==> src/rtl/rr_arbiter8_pkg.sv <==
// Shared definitions for the eight-way round-robin arbiter.
//   N_REQ / IDX_W : requester count and owner index width
//   arb_state_t   : arbiter FSM states
//   next_rr()     : round-robin winner search starting after 'last'
package arb8_pkg;

   localparam int N_REQ = 8;
   localparam int IDX_W = 3;

   typedef enum logic {
      ARB_IDLE = 1'b0,
      ARB_BUSY = 1'b1
   } arb_state_t;

   // Scan last+1, last+2, ... wrapping 7->0; the 3-bit add does the wrap.
   // Returns 'last' when nothing is requested (caller gates on |req).
   function automatic logic [IDX_W-1:0] next_rr(input logic [N_REQ-1:0] req,
                                                input logic [IDX_W-1:0] last);
      logic [IDX_W-1:0] idx;
      logic             found;
      next_rr = last;
      found   = 1'b0;
      for (int i = 1; i <= N_REQ; i++) begin
         idx = last + IDX_W'(i);
         if (!found && req[idx]) begin
            next_rr = idx;
            found   = 1'b1;
         end
      end
   endfunction

endpackage

==> src/rtl/rr_arbiter8_if.sv <==
// Request/grant bundle between the requesting units and the arbiter.
//   req     : request vector, bit k = requester k (level)
//   gnt     : one-hot grant or zero
//   gnt_idx : binary owner index, meaningful while gnt_vld=1
//   gnt_vld : any grant active
//   tmo     : one-cycle pulse on a forced release
// Modports: master = requester side, slave = arbiter side.
interface rr_arbiter8_if;
   import arb8_pkg::*;

   logic [N_REQ-1:0] req;
   logic [N_REQ-1:0] gnt;
   logic [IDX_W-1:0] gnt_idx;
   logic             gnt_vld;
   logic             tmo;

   modport master (output req, input gnt, gnt_idx, gnt_vld, tmo);
   modport slave  (input req, output gnt, gnt_idx, gnt_vld, tmo);
endinterface

==> src/rtl/rr_arbiter8_dec3to8_onehot.sv <==
// Combinational 3-bit index to 8-bit one-hot decoder.
//   idx    : binary index in
//   onehot : decoded one-hot out
module dec3to8_onehot
   import arb8_pkg::*;
(
   input  logic [IDX_W-1:0] idx,
   output logic [N_REQ-1:0] onehot
);

   assign onehot = N_REQ'(1) << idx;

endmodule

==> src/rtl/rr_arbiter8.sv <==
// Eight-way round-robin arbiter with registered one-hot grant.
// Optional feature macro: ARB8_TIMEOUT_EN (hold-time limit of MAX_HOLD cycles
// with forced release and tmo pulse). Without it tmo is tied low.
//   clk : clock, rising edge
//   rst : synchronous active-high reset
//   arb : rr_arbiter8_if.slave (req in; gnt, gnt_idx, gnt_vld, tmo out)
//
// state    | meaning
// ARB_IDLE | no grant; arbitrate among req from last+1
// ARB_BUSY | owner holds the grant until its req drops (or times out)
module rr_arbiter8
   import arb8_pkg::*;
#(
   parameter int MAX_HOLD = 16
)(
   input  logic         clk,
   input  logic         rst,
   rr_arbiter8_if.slave arb
);

   if (MAX_HOLD < 1 || MAX_HOLD > 255) begin : g_bad_hold
      $error("rr_arbiter8: MAX_HOLD must be within 1..255");
   end

   arb_state_t       state, state_nxt;
   logic [IDX_W-1:0] owner, owner_nxt;
   logic [IDX_W-1:0] last, last_nxt;
   logic [IDX_W-1:0] winner;
   logic [N_REQ-1:0] dec_out;
   logic [N_REQ-1:0] gnt_nxt;
   logic             vld_nxt;
   logic             tmo_nxt;
   logic             own_req;
   logic             timeout_hit;

   assign winner  = next_rr(arb.req, last);
   assign own_req = arb.req[owner];

`ifdef ARB8_TIMEOUT_EN
   logic [7:0] hold_cnt;

   assign timeout_hit = (state == ARB_BUSY) && own_req && (hold_cnt == 8'(MAX_HOLD - 1));

   // Zero in the first BUSY cycle, counts up while the grant is kept.
   always_ff @(posedge clk) begin
      if (rst)
         hold_cnt <= 8'd0;
      else if (state == ARB_BUSY && state_nxt == ARB_BUSY)
         hold_cnt <= hold_cnt + 8'd1;
      else
         hold_cnt <= 8'd0;
   end
`else
   assign timeout_hit = 1'b0;
`endif

   always_ff @(posedge clk) begin
      if (rst)
         state <= ARB_IDLE;
      else
         state <= state_nxt;
   end

   always_comb begin
      state_nxt = state;
      owner_nxt = owner;
      last_nxt  = last;
      tmo_nxt   = 1'b0;
      unique case (state)
         ARB_IDLE: begin
            if (|arb.req) begin
               owner_nxt = winner;
               state_nxt = ARB_BUSY;
            end
         end
         ARB_BUSY: begin
            if (!own_req || timeout_hit) begin
               last_nxt  = owner;
               state_nxt = ARB_IDLE;
               tmo_nxt   = timeout_hit;
            end
         end
         default: state_nxt = ARB_IDLE;
      endcase
   end

   // Outputs are computed from next-state values so the registered grant
   // appears right after the arbitration edge.
   dec3to8_onehot u_dec (
      .idx    (owner_nxt),
      .onehot (dec_out)
   );

   always_comb begin
      vld_nxt = (state_nxt == ARB_BUSY);
      gnt_nxt = vld_nxt ? dec_out : '0;
   end

   // last resets to 7 so requester 0 is searched first.
   always_ff @(posedge clk) begin
      if (rst) begin
         owner       <= '0;
         last        <= IDX_W'(N_REQ - 1);
         arb.gnt     <= '0;
         arb.gnt_idx <= '0;
         arb.gnt_vld <= 1'b0;
         arb.tmo     <= 1'b0;
      end else begin
         owner       <= owner_nxt;
         last        <= last_nxt;
         arb.gnt     <= gnt_nxt;
         arb.gnt_idx <= owner_nxt;
         arb.gnt_vld <= vld_nxt;
         arb.tmo     <= tmo_nxt;
      end
   end

endmodule
==> src/flat_wrapper.sv <==
// flat-port wrapper written by rule: the top's interface ports become plain ports
module rr_arbiter8_flat import arb8_pkg::*;
#(
   parameter int MAX_HOLD = 16
)
  (clk, rst, arb_req, arb_gnt, arb_gnt_idx, arb_gnt_vld, arb_tmo);
  rr_arbiter8_if arb_i ();
  input  logic clk;
  input  logic rst;
  input wire logic [$bits(arb_i.req)-1:0] arb_req;
  output wire logic [$bits(arb_i.gnt)-1:0] arb_gnt;
  output wire logic [$bits(arb_i.gnt_idx)-1:0] arb_gnt_idx;
  output wire logic [$bits(arb_i.gnt_vld)-1:0] arb_gnt_vld;
  output wire logic [$bits(arb_i.tmo)-1:0] arb_tmo;
  assign arb_i.req = arb_req;
  assign arb_gnt = arb_i.gnt;
  assign arb_gnt_idx = arb_i.gnt_idx;
  assign arb_gnt_vld = arb_i.gnt_vld;
  assign arb_tmo = arb_i.tmo;
  rr_arbiter8 #(.MAX_HOLD(MAX_HOLD)) u_core (.clk(clk), .rst(rst), .arb(arb_i));
endmodule
==> config.mk <==
export PLATFORM = sky130hd
export DESIGN_NAME = rr_arbiter8_flat
export DESIGN_NICKNAME = d
export VERILOG_FILES = /design/src/rtl/rr_arbiter8_pkg.sv /design/src/rtl/rr_arbiter8_if.sv /design/src/rtl/rr_arbiter8_dec3to8_onehot.sv /design/src/rtl/rr_arbiter8.sv /design/src/flat_wrapper.sv
export SDC_FILE = /design/constraint.sdc
export NUM_CORES = 1
export LEC_CHECK = 0
export BUFFER_PORTS_ARGS = -buffer_cell sky130_fd_sc_hd__clkbuf_2
export CORE_MARGIN = 4
export CORE_UTILIZATION = 63
export DETAILED_ROUTE_END_ITERATION = 10
export PLACE_DENSITY = 0.86
export SYNTH_ARGS = -nofsm -noshare
export SYNTH_HDL_FRONTEND = slang
export SYNTH_SLANG_ARGS = --single-unit
==> constraint.sdc <==
create_clock -name clk -period 9.15 [get_ports clk]
set_input_delay 0.915 -clock clk [delete_from_list [all_inputs] [get_ports clk]]
set_output_delay 0.915 -clock clk [all_outputs]
set_load 0.02 [all_outputs]
---- Word level (Yosys, flattened, before mapping) ----
Cells that the tools add are included.
cells by class
  $add $sub $neg .......................... 7
  $lt $le $gt $ge ......................... 9
  shifts and indexed selects .............. 1
  multiplexer cells ....................... 38
  bitwise operators ....................... 3
  reductions and logical operators ........ 17
operators by type and width
  operator             count
  $lt 3x4->1 const B   9
  $mux 3               10
  $bmux 1 s3           9
  $mux 1               18
  $add 3x3->3 const B  4
  $reduce_or 8->1      1
  $shl 1x3->8 const A  1
  $logic_and 1x1->1    7
  $logic_not 1->1      7
  $add 3x2->3 const B  2
  $add 3x1->3 const B  1
  $not 1->1            3
  $pmux 1 s2           1
  $reduce_and 2->1     1
  $reduce_or 2->1      1
word-level totals
  flip-flop bits (word level) ............. 15
  input port bits ......................... 10
  word-level logic and storage cells ...... 79

---- Depth between registers and ports, before layout ----
  depth in word-level cells ............... 28
  gate-level depth with buffers ........... 14

---- Cells and area by module ----
Synthesis repeated with hierarchy kept, for this count alone.
unflattened totals
  cells, all modules ...................... 184
  area total of the unflattened synthesis .. 1765.4 sq um
by module, submodules not included
  module          times used  cells each  area an instance (sq um)
  rr_arbiter8     1           176         1700.4
  dec3to8_onehot  1           8           65.1

---- Worst setup path after synthesis ----
Ideal clock, no wire load.
  kind .................................... register -> register
  from .................................... reg u_core.last[1]
  to ...................................... reg u_core.arb.gnt[3]
  library setup time ...................... 0.125 ns
  arrival time ............................ 3.342 ns
  required time ........................... 9.025 ns
  path slack .............................. 5.683 ns
  stages on the path, launching flop included .. 15
  path buffers ............................ 4
  clock period less this slack ............ 3.467 ns
  cells stage by stage .................... dfxtp_1 > buf_4 > buf_2 > clkinv_1 > ha_1 > buf_2 > buf_2 > mux4_2 > and2_4 > o31ai_2 > mux2i_1 > or4_1 > a311oi_2 > nand2b_1 > nor2_1
between the ends
  longest elaborated chain between the ends .. 28
  elaborated cells on any way between the ends .. 55
  those cells by class .................... add/sub: 7; shift: 1; mux: 33; reduce/logical: 14
ends and longest elaborated chain
  item                          line                              RTL
  start, declared               rr_arbiter8.sv:27                 logic [IDX_W-1:0] last, last_nxt;
  start signal, assigned        rr_arbiter8.sv:103                last <= IDX_W'(N_REQ - 1);
  start signal, assigned        rr_arbiter8.sv:110                last <= last_nxt;
  $add 3x1->3                   rr_arbiter8_pkg.sv:24             idx = last + IDX_W'(i);
  $bmux 1 s3                    rr_arbiter8_pkg.sv:25             if (!found && req[idx]) begin
  $mux 1 (implied by the code)  rr_arbiter8_pkg.sv:25
  $mux 1                        rr_arbiter8_pkg.sv:25
  $logic_not 1->1               rr_arbiter8_pkg.sv:25
  $logic_and 1x1->1             rr_arbiter8_pkg.sv:25
  $mux 1                        rr_arbiter8_pkg.sv:25
  $logic_not 1->1               rr_arbiter8_pkg.sv:25
  [... 12 more ...]             --
  $logic_and 1x1->1             rr_arbiter8_pkg.sv:25
  $mux 1                        rr_arbiter8_pkg.sv:25
  $logic_not 1->1               rr_arbiter8_pkg.sv:25
  $logic_and 1x1->1             rr_arbiter8_pkg.sv:25
  $mux 3 (*)                    rr_arbiter8_pkg.sv:25
  $mux 3 (*)                    rr_arbiter8.sv:71                 if (|arb.req) begin
  $mux 3 (*)                    rr_arbiter8.sv:69                 unique case (state)
  $shl 1x3->8 (*)               rr_arbiter8_dec3to8_onehot.sv:11  assign onehot = N_REQ'(1) << idx;
  end signal, assigned          rr_arbiter8.sv:111                arb.gnt <= gnt_nxt;
  end, declared                 rr_arbiter8_if.sv:18              modport slave (input req, output gnt, gnt_idx, gnt_vld, tmo);
Mark *: on every way between the ends. The rest lies on a longest branch, timed or not. The select of a mux whose other input is x is not followed.
A chain may end at the register's enable or synchronous reset.

---- Final worst setup path ----
  from .................................... reg u_core.last[0]
  to ...................................... reg u_core.arb.gnt[1]
The elaborated chain is that of the path after synthesis.

==> results.py <==
metrics = {
    "run_status": {
        "status": "finished, final reports clean",
    },
    "synth": {
        "synthMostInstantiatedCell": "nor2_1",
        "syn_inst": 198,
        "ys_types": 55,
        "synth_warnings": 0,
        "ys_seq_area_share_pct": 16.6,
        "ys.flop_type": "dfxtp_1",
        "synth.avg_cell_area_um2": 9.14,
        "async_flop_share_pct": 0,
        "synth_common_cells": "17 x nor2_1, 15 x dfxtp_1, 14 x mux2i_1",
        "ys_ff_latch": 15,
        "yosysTopAreaCellShare_pct": 16.6,
        "synth-edff-count": 0,
        "syn-cell-area_um2": 1810,
        "yosys-top-cells-area": "dfxtp_1 17%, mux4_2 15%, mux2i_1 7.7%",
        "yosysTopAreaCell": "dfxtp_1",
        "syn-num-nets": 210,
    },
    "sta": {
        "fin_crit_sh_pct": 50.3,
        "slew_headroom_pct": 36.3,
        "fin_tns_setup_ns": 0,
        "rsz0062_at_grt": "no",
        "hold_viol_final": 0,
        "setup_violations": 0,
        "worst_pin_slew_ns": 0.955,
        "fin_worst_skew_ns": 0.00626,
        "drv_slew": 0,
        "clock.fmax_ghz": 0.217,
        "hold_slack_ns": 0.640,
        "final.min_clock_period_ns": 4.61,
    },
    "routing": {
        "drc": 0,
        "vias": 1631,
        "dr.pass1.iters": 4,
        "wl_um": 4530,
        "drt-vias-per-instance": 6.85,
        "wl_per_cell_um": 19.0,
        "drt_iter0_markers": 87,
        "drtAntennaViolNets": 0,
    },
    "worst_setup_path": {
        "cp_cell_sequence": "clkinv_1 > ha_1 > mux4_2 > mux2i_1 > nor3b_1 > nand2_1 > and3b_1 > a2bb2oi_2 > nor2b_1",
        "timing.rr.end": "u_core.arb.gnt[1]",
        "critPathRequiredTime_ns": 9.38,
        "cp-start-kind": "flop",
        "cp_slowest_cell": "dfxtp_1",
        "rr_worst_depth": 9,
        "crit_arrival_ns": 4.83,
        "worstSetupPathType": "flop to flop",
        "ff2ff_setup_slack_ns": 4.54,
        "path_max_fanout": 22,
        "endpoint_kind": "flop",
        "critPathMaxStageDelay_ns": 0.95,
        "crit_start": "u_core.last[0]",
        "timing.rr.start": "u_core.last[0]",
    },
    "finish": {
        "nets": 220,
        "postLayoutCoreUtil_pct": 68.9,
        "area_growth_syn_to_layout_pct": 5.05,
        "drive_above_1_share_pct": 27.1,
        "fillers": 213,
        "n_antenna_cell": 0,
    },
    "clock_tree": {
        "cts-root-buf": "clkbuf_4",
        "clock_sink_count": 15,
        "cts_setup_buffers": 0,
        "clock_latency_ns": 0.29,
        "cts_buffers": 3,
        "cts_resized": 0,
        "cts_max_path_buffers": 2,
        "cts_tree": "done",
        "hold_buffers": 0,
        "cts.clk_slew.worst_paths_ns": 0.09,
        "htreeDepth": 1,
    },
    "placement": {
        "place_congestion": 0.943,
        "post-dp-hpwl_um": 3340,
        "io_buffers": 21,
    },
    "min_path": {
        "hold_start": "u_core.arb.gnt_idx[2]",
        "min_path_cells": 2,
        "min_to": "u_core.last[2]",
        "hold_path.class": "flop to flop",
    },
    "pwr": {
        "p_comb_share_pct": 74.8,
        "p_int_uw": 330,
        "p_leak_nw": 0.779,
        "power_frac_seq_pct": 19.5,
        "power_density_nw_per_um2": 348,
        "power_frac_clock_pct": 5.7,
        "power_uw": 661,
        "swShare_pct": 50.0,
        "power_switching_uw": 331,
        "ir_drop_mv": 0.270,
    },
    "global_routing": {
        "grt_pass1_vias": 1558,
        "overflow": 0,
        "antenna_found_initial": 0,
        "grt.total_usage_pct": 26.2,
        "grt_max_degree": 23,
        "grt_pass1_wl_um": 7330,
    },
    "die": {
        "initial_utilization_pct": 65.6,
        "num_rows": 19,
        "die_area_um2": 3790,
        "ios": 23,
        "design.core.area_um2": 2760,
        "die_y_um": 61.6,
        "die_x_um": 61.6,
    },
    "flow_run": {
        "cap_viol_max_count": 0,
    },
}
## metal layers
| layer | track usage [%] | up-vias | share of wire (%) |
|---|---|---|---|
| met5 | 0 | - | 0 |
| met4 | 7.27 | 0 | 1.4 |
| met3 | 5.24 | 8 | 7.8 |
| met2 | 42.8 | 94 | 50 |
| met1 | 35.4 | 763 | 41 |
| li1 | - | 766 | - |
## registers in the layout, summed over array words and instances, names as in the netlist
signal and cells:
u_core.last 3, u_core.arb.gnt_idx 3, u_core.arb.gnt 8, u_core.state 1
## logic make-up after synthesis
kind of cell	count (synthesis)	synth area share (%)
buffers and inverters	26	6.71
xor gates and xnor gates	4	2.35
adders and majority gates	2	1.38
DFF	15	16.6
muxes	41	35.3
other	1	0.207
and+or+nand+nor	67	20.2
AOI/OAI and AO/OA	42	17.2
## area by class of cell
type	count	area [µm²]	share of cell area [%]
Multi-Input combinational cell	157	1390	73.0
Clock buffer	3	22.5	1.18
Timing Repair Buffer	22	113	5.92
Sequential cell	15	300	15.8
Clock inverter	1	5.00	0.263
Inverter	9	33.8	1.78
Tap cell	31	38.8	2.04
## cell usage in the layout (no fill, tap or decap), types with 4 or more instances in the layout
cell type,netlist,routed
nand2b_1,8,8
mux4_2,12,12
nor3_1,4,4
mux4_1,4,4
a21oi_1,10,10
mux2_2,11,11
dfxtp_1,15,15
nor2b_1,8,8
a211o_1,4,4
nand2_1,12,12
o21ai_0,5,5
inv_1,7,7
nor2_1,17,17
mux2i_1,14,14
clkbuf_2,0,21
## metrics by stage
step,setup WS [ns],std cells,cell area [µm²]
6_report,4.54,238,1900
5_1_grt,4.14,238,1900
4_1_cts,4.58,238,1900
3_5_place_dp,4.62,234,1870
3_3_place_gp,4.81,234,1870
2_1_floorplan,5.68,198,1810
## power by group through the flow
stage	clock, mW	sequential [mW]	combinational (mW)
finish	0.0375	0.129	0.495
global route	0.0424	0.133	0.536
CTS	0.0386	0.127	0.490
detailed placement	0	0.129	0.488
global placement	0	0.126	0.472
floorplan	0	0.127	0.392
## worst max-delay path, delay by kind of cell, from the launching register on
kind                       cells  cell delay, ns
adders and majority gates      1            0.88
AOI/OAI and AO/OA              1            0.30
and+or+nand+nor                4            0.83
buffers and inverters          1            0.48
DFF                            1            0.95
muxes                          2            1.10
## how the worst max path moves through the flow
stage / slack, ns / to
2_1_floorplan: 5.68 / u_core.arb.gnt[3]
3_3_place_gp: 4.81 / u_core.arb.gnt[3]
3_5_place_dp: 4.62 / u_core.arb.gnt[1]
4_1_cts: 4.58 / u_core.arb.gnt[1]
5_1_grt: 4.14 / u_core.arb.gnt[0]
6_report: 4.54 / u_core.arb.gnt[1]
(Power assumes the default switching activity.)
